==> config.mk <==
export PLATFORM = sky130hd
export DESIGN_NAME = uart_rx_deser
export DESIGN_NICKNAME = d
export VERILOG_FILES = /design/src/rtl/uart_rx_pkg.sv /design/src/rtl/uart_rx_sampler.sv /design/src/rtl/uart_rx_deser.sv
export SDC_FILE = /design/constraint.sdc
export NUM_CORES = 1
export LEC_CHECK = 0
export BUFFER_PORTS_ARGS = -buffer_cell sky130_fd_sc_hd__buf_2
export CORE_MARGIN = 10
export CORE_UTILIZATION = 25
export CTS_CLUSTER_SIZE = 28
export DETAILED_ROUTE_END_ITERATION = 10
export PLACE_DENSITY = 0.44
export SYNTH_ARGS = -nofsm -noshare
export SYNTH_HDL_FRONTEND = slang
export SYNTH_SLANG_ARGS = --single-unit
export TNS_END_PERCENT = 5
==> constraint.sdc <==
create_clock -name clk -period 3.6 [get_ports clk]
set_input_delay 0.36 -clock clk [delete_from_list [all_inputs] [get_ports clk]]
set_output_delay 0.36 -clock clk [all_outputs]
set_load 0.01 [all_outputs]
==> src/rtl/uart_rx_pkg.sv <==
// Shared types and constants for the UART receive deserializer.
package uart_rx_pkg;

    typedef enum logic [2:0] {
        IDLE,
        START,
        DATA,
        PARITY,
        STOP
    } rx_state_e;

    localparam logic PARITY_EVEN = 1'b0;
    localparam logic PARITY_ODD  = 1'b1;
    localparam logic IDLE_LVL    = 1'b1;

endpackage

==> src/rtl/uart_rx_sampler.sv <==
// Line synchronizer, oversampling counters and 2-of-3 majority voter.
module uart_rx_sampler
    import uart_rx_pkg::*;
#(
    parameter int PSWIDTH = 6,
    parameter int BCW     = 4
) (
    input  logic               clk,
    input  logic               rst,
    input  logic               s_data_rx,
    input  logic               cnt_en,
    input  logic               bit_clr,
    input  logic [PSWIDTH-1:0] prescale,
    output logic               sd,
    output logic               bit_val,
    output logic               bit_done,
    output logic               bit_end,
    output logic [BCW-1:0]     bit_cnt
);

    logic               sync1;
    logic               samp0;
    logic               samp1;
    logic [PSWIDTH-1:0] edge_cnt;
    logic [PSWIDTH-1:0] half;

    assign half     = prescale >> 1;
    assign bit_end  = cnt_en && (edge_cnt == prescale - PSWIDTH'(1));
    assign bit_done = cnt_en && (edge_cnt == half + PSWIDTH'(1));
    // Third sample is the live synchronized value at the decision point.
    assign bit_val  = (samp0 & samp1) | (samp0 & sd) | (samp1 & sd);

    always_ff @(posedge clk or negedge rst) begin
        if (!rst) begin
            sync1 <= IDLE_LVL;
            sd    <= IDLE_LVL;
        end else begin
            sync1 <= s_data_rx;
            sd    <= sync1;
        end
    end

    // Counters sit at zero while idle so a start edge always begins at edge_cnt = 0.
    always_ff @(posedge clk or negedge rst) begin
        if (!rst) begin
            edge_cnt <= '0;
            bit_cnt  <= '0;
        end else if (!cnt_en) begin
            edge_cnt <= '0;
            bit_cnt  <= '0;
        end else if (bit_end) begin
            edge_cnt <= '0;
            bit_cnt  <= bit_clr ? '0 : bit_cnt + BCW'(1);
        end else begin
            edge_cnt <= edge_cnt + PSWIDTH'(1);
        end
    end

    always_ff @(posedge clk or negedge rst) begin
        if (!rst) begin
            samp0 <= IDLE_LVL;
            samp1 <= IDLE_LVL;
        end else if (cnt_en) begin
            if (edge_cnt == half - PSWIDTH'(1)) begin
                samp0 <= sd;
            end
            if (edge_cnt == half) begin
                samp1 <= sd;
            end
        end
    end

endmodule

==> src/rtl/uart_rx_deser.sv <==
// UART receive deserializer: frame FSM, shift register, parity/stop checks and
// registered result pulses.
module uart_rx_deser
    import uart_rx_pkg::*;
#(
    parameter int DWIDTH  = 8,
    parameter int PSWIDTH = 6
) (
    input  logic               clk,
    input  logic               rst,
    input  logic               s_data_rx,
    input  logic               parity_en_rx,
    input  logic               parity_type_rx,
    input  logic [PSWIDTH-1:0] prescale,
    output logic [DWIDTH-1:0]  p_data_rx,
    output logic               data_valid_rx,
    output logic               parity_err,
    output logic               stop_err,
    output logic               busy_rx
);

    localparam int BCW = $clog2(DWIDTH + 1);

    rx_state_e          state_q;
    rx_state_e          state_d;
    logic [PSWIDTH-1:0] ps_q;
    logic               par_en_q;
    logic               par_type_q;
    logic [DWIDTH-1:0]  shift_q;
    logic               par_err_q;
    logic               par_exp;
    logic               bit_clr;
    logic               sd;
    logic               bit_val;
    logic               bit_done;
    logic               bit_end;
    logic [BCW-1:0]     bit_cnt;

    uart_rx_sampler #(
        .PSWIDTH (PSWIDTH),
        .BCW     (BCW)
    ) u_sampler (
        .clk       (clk),
        .rst       (rst),
        .s_data_rx (s_data_rx),
        .cnt_en    (state_q != IDLE),
        .bit_clr   (bit_clr),
        .prescale  (ps_q),
        .sd        (sd),
        .bit_val   (bit_val),
        .bit_done  (bit_done),
        .bit_end   (bit_end),
        .bit_cnt   (bit_cnt)
    );

    assign busy_rx = (state_q != IDLE);
    assign par_exp = (par_type_q == PARITY_EVEN) ? ^shift_q : ~^shift_q;

    // Frame configuration tracks the inputs only while idle, then freezes.
    always_ff @(posedge clk or negedge rst) begin
        if (!rst) begin
            ps_q       <= '0;
            par_en_q   <= 1'b0;
            par_type_q <= 1'b0;
        end else if (state_q == IDLE) begin
            ps_q       <= prescale;
            par_en_q   <= parity_en_rx;
            par_type_q <= parity_type_rx;
        end
    end

    always_ff @(posedge clk or negedge rst) begin
        if (!rst) begin
            state_q <= IDLE;
        end else begin
            state_q <= state_d;
        end
    end

    always_comb begin
        state_d = state_q;
        bit_clr = 1'b0;
        case (state_q)
            IDLE: begin
                if (!sd) begin
                    state_d = START;
                end
            end
            START: begin
                if (bit_done && bit_val) begin
                    state_d = IDLE;
                end else if (bit_end) begin
                    state_d = DATA;
                    bit_clr = 1'b1;
                end
            end
            DATA: begin
                if (bit_end && (bit_cnt == BCW'(DWIDTH - 1))) begin
                    state_d = par_en_q ? PARITY : STOP;
                end
            end
            PARITY: begin
                if (bit_end) begin
                    state_d = STOP;
                end
            end
            // Leave at mid-stop so a following start edge is never missed.
            STOP: begin
                if (bit_done) begin
                    state_d = IDLE;
                end
            end
            default: state_d = IDLE;
        endcase
    end

    always_ff @(posedge clk or negedge rst) begin
        if (!rst) begin
            shift_q   <= '0;
            par_err_q <= 1'b0;
        end else begin
            if (state_q == DATA && bit_done) begin
                shift_q <= {bit_val, shift_q[DWIDTH-1:1]};
            end
            if (state_q == START) begin
                par_err_q <= 1'b0;
            end else if (state_q == PARITY && bit_done) begin
                par_err_q <= (bit_val != par_exp);
            end
        end
    end

    always_ff @(posedge clk or negedge rst) begin
        if (!rst) begin
            p_data_rx     <= '0;
            data_valid_rx <= 1'b0;
            parity_err    <= 1'b0;
            stop_err      <= 1'b0;
        end else begin
            data_valid_rx <= 1'b0;
            parity_err    <= 1'b0;
            stop_err      <= 1'b0;
            if (state_q == STOP && bit_done) begin
                if (!bit_val) begin
                    stop_err   <= 1'b1;
                    parity_err <= par_err_q;
                end else if (par_err_q) begin
                    parity_err <= 1'b1;
                end else begin
                    p_data_rx     <= shift_q;
                    data_valid_rx <= 1'b1;
                end
            end
        end
    end

endmodule

==> impl_metrics.tcl, run 1 <==
set metrics [dict create \
    critPathMaxFanout 10 \
    yosys_register_bits 45 \
    ys_warn_count 0 \
    async_reset_ff_frac 1.00 \
    finalPower_uw 1930 \
    cts_hold_buf 0 \
    drtAntennaViolNets 0 \
    cts_buffer_depth 2 \
    seq_area_frac_synth 0.474 \
    grt_max_degree 46 \
    rsz0062_at_grt "false" \
    dp_hpwl_mm 3.43 \
    multiInputGateArea_um2 1160 \
    first_pass_iters 4 \
    grt.total_usage 0.0729 \
    finish.utilization 0.293 \
    area_delta_synth_final_pct 13.8 \
    synthesis.instances 231 \
    slew_viol_final 0 \
    fp.dieArea_um2 13900 \
    numCtsBuffers 5 \
    dpl-instance-area_um2 2630 \
    grt_pass1_wl_mm 8.45 \
    cts_root_buf "clkbuf_8" \
    avgViaCountPerCell 4.26 \
    synth.cell_area_um2 2390 \
    regArea_um2 1130 \
    critPathKind "register to register" \
    fin_setup_tns_ns 0 \
    synth.distinct_cells 47 \
    post-place-ws_ns 0.481 \
    drt-total-wl_mm 4.88 \
    wl_per_cell_um 12.8 \
    io_pins 23 \
    htreeDepth 2 \
    synth_fp_nets 248 \
    synth-edff-count 0 \
    hold_viol 0 \
    drive_above_1_share 0.228 \
    grt_overflow_total 0 \
    maxCapViolCount 0 \
    synthFlopType "dfrtp_1" \
    powerDensity_nw_per_um2 711 \
    drtIter0Drc 119 \
    syn_avg_cell_area_um2 10.3 \
    fin_area_um2 2720 \
    finalNetCount 270 \
    setup_violations 0 \
    core.rowCount 35 \
    cp_data_required_time_ns 3.80 \
    ir_drop_uv 366 \
    timing.final.crit_share 0.890 \
    relSlewSlack 0.314 \
    worstSetupEndpointType "register" \
    diodes 0 \
    period_needed_ns 3.20 \
    critPathLaunchType "register" \
    status "finished clean" \
    cts_sinks 45 \
    tightest_slew_ns 1.03 \
    setup_ws_ns 0.397 \
    antenna_found_initial 0 \
    cts_setup_buffers 0 \
    die_h_um 118 \
    cts_repair_resize_count 0 \
    first_global_vias 1628 \
    die_x_um 118 \
    path_clk_slew_ns 0.10 \
    port_buffers 22 \
    clkLatencyLatePin_ns 0.30 \
    p_leak_uw 0.00123 \
    skew_ns 0.0111 \
    drc 0 \
    num_vias 1630 \
    coreArea_um2 9280 \
    place.gp.congestion 0.847 \
    arrival_ns 3.40 \
    min_path_type "input port to register" \
    fmax_mhz 312 \
    start_util 0.257 \
    fillers 1018 \
    cts_tree "built" \
]
==> logic make-up after synthesis <==
family,Yosys count,share of synthesized area
AOI/OAI and AO/OA,26,0.0754
xor gates and xnor gates,34,0.128
adders and majority gates,6,0.0314
buffers and inverters,21,0.0388
DFF,45,0.474
muxes,20,0.0932
and+or+nand+nor,79,0.160
==> synth_stat cells, drive strengths merged (2+ instances only) <==
library cell | count | area, um^2
buf | 5 | 31.3
nor3 | 3 | 15.0
nand4 | 3 | 18.8
nor2 | 18 | 67.6
a21oi | 3 | 15.0
nor3b | 2 | 15.0
o21ai | 7 | 35.0
o31ai | 2 | 15.0
clkbuf | 4 | 16.3
mux2 | 18 | 203
nand3b | 2 | 15.0
nand2 | 33 | 124
a21o | 2 | 15.0
nor4 | 3 | 33.8
ha | 6 | 75.1
dfstp | 4 | 105
mux2i | 2 | 20.0
xnor2 | 23 | 201
inv | 12 | 45.0
nand2b | 2 | 12.5
nand3 | 7 | 35.0
xor2 | 11 | 104
dfrtp | 41 | 1030
==> placed cells by master, fill, tap and decap left out, drive strengths merged, types with 4 or more instances in the layout <==
cell / netlist / layout
buf: 5 / 24
clkbuf: 4 / 5
dfrtp: 41 / 41
dfstp: 4 / 4
ha: 6 / 6
inv: 12 / 12
mux2: 18 / 18
nand2: 33 / 33
nand3: 7 / 7
nor2: 18 / 18
o21ai: 7 / 7
xnor2: 23 / 23
xor2: 11 / 11
==> critical path: stages (launching register included) <==
cell      delay (ns)
dfrtp_1         0.47
inv_1           0.12
ha_1            0.30
xnor2_1         0.17
nand3_1         0.10
or4_1           0.52
nand2b_1        0.33
o311ai_0        0.52
o21a_1          0.23
mux2_2          0.33
==> registers in the layout, indices dropped and copies added, names as in the netlist <==
name                flops
par_en_q                1
u_sampler.sd            1
u_sampler.bit_cnt       4
stop_err                1
shift_q                 8
u_sampler.sync1         1
ps_q                    6
par_err_q               1
par_type_q              1
parity_err              1
u_sampler.samp1         1
u_sampler.edge_cnt      6
state_q                 3
p_data_rx               8
u_sampler.samp0         1
data_valid_rx           1
==> per-layer routing <==
| metal | share of wire | GRT usage | vias to the layer above | routed length, um |
|---|---|---|---|---|
| li1 | - | - | 824 | - |
| met1 | 0.54 | 0.105 | 774 | 2610 |
| met2 | 0.42 | 0.102 | 27 | 2050 |
| met3 | 0.028 | 0.0177 | 5 | 139 |
| met4 | 0.016 | 0.0255 | 0 | 78 |
| met5 | 0 | 0 | - | 0 |
==> worst paths after layout <==
check	from	to	slack, ns	cells past startpoint
hold reg to reg	u_sampler.sync1$_DFF_PN1_	u_sampler.sd$_DFF_PN1_	0.36	0
hold / removal	s_data_rx	u_sampler.sync1$_DFF_PN1_	0.14	1
min in group asynchronous	rst	shift_q[5]$_DFFE_PN0P_	0.22	1
setup reg to reg	ps_q[2]$_DFFE_PN0P_	state_q[1]$_DFFE_PN0P_	0.40	9
setup / recovery	ps_q[2]$_DFFE_PN0P_	state_q[1]$_DFFE_PN0P_	0.40	9
max in group asynchronous	rst	state_q[2]$_DFFE_PN0P_	2.73	1
==> per-stage QoR <==
step,cells,hold slack [ns]
2_1_floorplan,231,0.0644
3_3_place_gp,375,0.346
3_5_place_dp,375,0.348
4_1_cts,383,0.134
5_1_grt,383,0.125
6_report,383,0.144
==> power by group <==
part           leakage [uW]  internal [uW]  switching, uW  total (uW)
registers          0.000594            613            173         786
clock network     0.0000364            136            190         327
logic              0.000597            369            451         819
==> cell type report <==
type,instances,area share
flip-flops and latches,45,0.416
inverters,12,0.0166
clock buffers,5,0.0253
multi-input cells,165,0.428
repair buffers,24,0.0460
clock inverters,3,0.00828
well taps,129,0.0594
Note: power is estimated with default switching activity, not from simulation.
==> run 2: changes to the inputs <==
--- a/config.mk
+++ b/config.mk
@@ -10,7 +10,6 @@
 export CORE_UTILIZATION = 25
 export CTS_CLUSTER_SIZE = 28
 export DETAILED_ROUTE_END_ITERATION = 10
-export PLACE_DENSITY = 0.44
 export SYNTH_ARGS = -nofsm -noshare
 export SYNTH_HDL_FRONTEND = slang
 export SYNTH_SLANG_ARGS = --single-unit
==> constraint.sdc (replaced) <==
create_clock -name clk -period 3.7 [get_ports clk]
set_input_delay 0.37 -clock clk [delete_from_list [all_inputs] [get_ports clk]]
set_output_delay 0.37 -clock clk [all_outputs]
set_load 0.01 [all_outputs]
==> run 2 against run 1 <==
  * Worst setup slack better by 0.15 ns
  * Non-clock buffer count is 1 lower
  * Maximum frequency grew 1.6%
  * Routed wire length fell by 4.7%
  * Power is 2.8% higher
  * Critical path type unchanged
  * Largest power group unchanged
==> impl_metrics.tcl, run 2 (synthesis gave the netlist of run 1 again) <==
set metrics [dict create \
    p_leak_uw 0.00125 \
    antenna_found_initial 0 \
    status "finished clean" \
    critPathKind "register to register" \
    finalNetCount 269 \
    path_clk_slew_ns 0.09 \
    cts_setup_buffers 0 \
    cts_sinks 45 \
    fillers 1010 \
    cts_root_buf "clkbuf_8" \
    cts_hold_buf 0 \
    relSlewSlack 0.346 \
    slew_viol_final 0 \
    dp.cells 374 \
    powerDensity_nw_per_um2 721 \
    tightest_slew_ns 0.981 \
    grt_overflow_total 0 \
    die_x_um 118 \
    drtIter0Drc 113 \
    skew_ns 0.00760 \
    layout_commonest_cell "dfrtp_1" \
    port_buffers 22 \
    grt.busiest_layer "met2" \
    critPathMaxFanout 10 \
    holdPathStages 1 \
    first_global_vias 1713 \
    avgViaCountPerCell 4.36 \
    grt_use_met3 0.0201 \
    io_pins 23 \
    place.gp.congestion 0.858 \
    ir_drop_uv 259 \
    clkLatencyLatePin_ns 0.30 \
    wl_per_cell_um 12.2 \
    grt_max_degree 46 \
    r2r_cells 9 \
    drive_above_1_share 0.225 \
    fmax_mhz 317 \
    drc 0 \
    timing.final.crit_share 0.852 \
    arrival_ns 3.34 \
    diodes 0 \
    use_met1 0.0910 \
    stdcell_count 382 \
    cts_tree "built" \
    grtUsageMet2 0.108 \
    grt.total_usage 0.0708 \
    hold_viol 0 \
    cts_buffer_depth 2 \
    drtAntennaViolNets 0 \
    area_delta_synth_final_pct 15.3 \
    num_vias 1667 \
    die_h_um 118 \
    critPathLaunchType "register" \
    core.rowCount 35 \
    first_pass_iters 4 \
    start_util 0.257 \
    largestRegisters "p_data_rx: 8 flops, shift_q: 8 flops" \
    period_needed_ns 3.15 \
    fp.dieArea_um2 13900 \
    maxCapViolCount 0 \
    numCtsBuffers 5 \
    cts_repair_resize_count 0 \
    fin_setup_tns_ns 0 \
    htreeDepth 2 \
    cp_data_required_time_ns 3.89 \
    drt-total-wl_mm 4.66 \
    dp_hpwl_mm 3.42 \
    rrSetupSlack_ns 0.55 \
    most-common-layout-cells "41 x dfrtp_1, 33 x nand2_1, 23 x xnor2_1, 22 x buf_2" \
    grt_pass1_wl_mm 8.42 \
    coreArea_um2 9280 \
    worstSetupEndpointType "register" \
    min_path_type "input port to register" \
    rsz0062_at_grt "false" \
    setup_violations 0 \
]
[run 2: cell count changes in the layout (fill, tap and decap cells not counted)]
cell | before | now
clkinvlp_4 | 3 | 0
bufinv_16 | 0 | 2
buf_4 | 2 | 1
clkinv_2 | 0 | 1
[run 2: path summary, 6_finish.rpt]
check / end / from
worst max register to register: state_q[1]$_DFFE_PN0P_ / ps_q[2]$_DFFE_PN0P_
worst min register to register: u_sampler.sd$_DFF_PN1_ / u_sampler.sync1$_DFF_PN1_
worst max-delay path: state_q[1]$_DFFE_PN0P_ / ps_q[2]$_DFFE_PN0P_
min in group asynchronous: p_data_rx[5]$_DFFE_PN0P_ / rst
worst min-delay path: u_sampler.sync1$_DFF_PN1_ / s_data_rx
max in group asynchronous: u_sampler.bit_cnt[3]$_DFFE_PN0P_ / rst
[run 2: layer usage]
metal / part of all wire / up-vias
li1: - / 825
met1: 0.49 / 809
met2: 0.45 / 27
met3: 0.046 / 6
met4: 0.015 / 0
met5: 0 / -
[run 2: worst max-delay path: stages, from the launching register on]
cell	delay, ns
dfrtp_1	0.47
inv_1	0.12
ha_1	0.30
xnor2_1	0.18
nand3_1	0.10
or4_1	0.51
nand2b_1	0.33
o311ai_0	0.49
o21a_1	0.21
mux2_2	0.33
[run 2: through the flow]
step                setup slack (ns)  total power (uW)   util  hold WS (ns)  cell area (um^2)
finish                         0.547              1990  0.297         0.161              2750
global route                   0.214              2160  0.297         0.151              2750
CTS                            0.537              2010  0.297         0.148              2750
global placement               0.631              1550  0.282         0.346              2620
floorplan                      0.883              1390      -        0.0744              2390
detailed placement             0.555              1570  0.282         0.349              2620
[run 2: where the power goes]
part	total (uW)	switching [uW]	internal [uW]
Combinational	790	431	359
Sequential	759	162	596
Clock	437	168	268
[run 2: final cells by class]
class	instances	area, um^2	share of cell area
multi-input cells	165	1160	0.423
flip-flops and latches	45	1130	0.411
well taps	129	161	0.0586
repair buffers	23	118	0.0427
clock buffers	5	68.8	0.0250
clock inverters	3	65.1	0.0236
inverters	12	45.0	0.0164
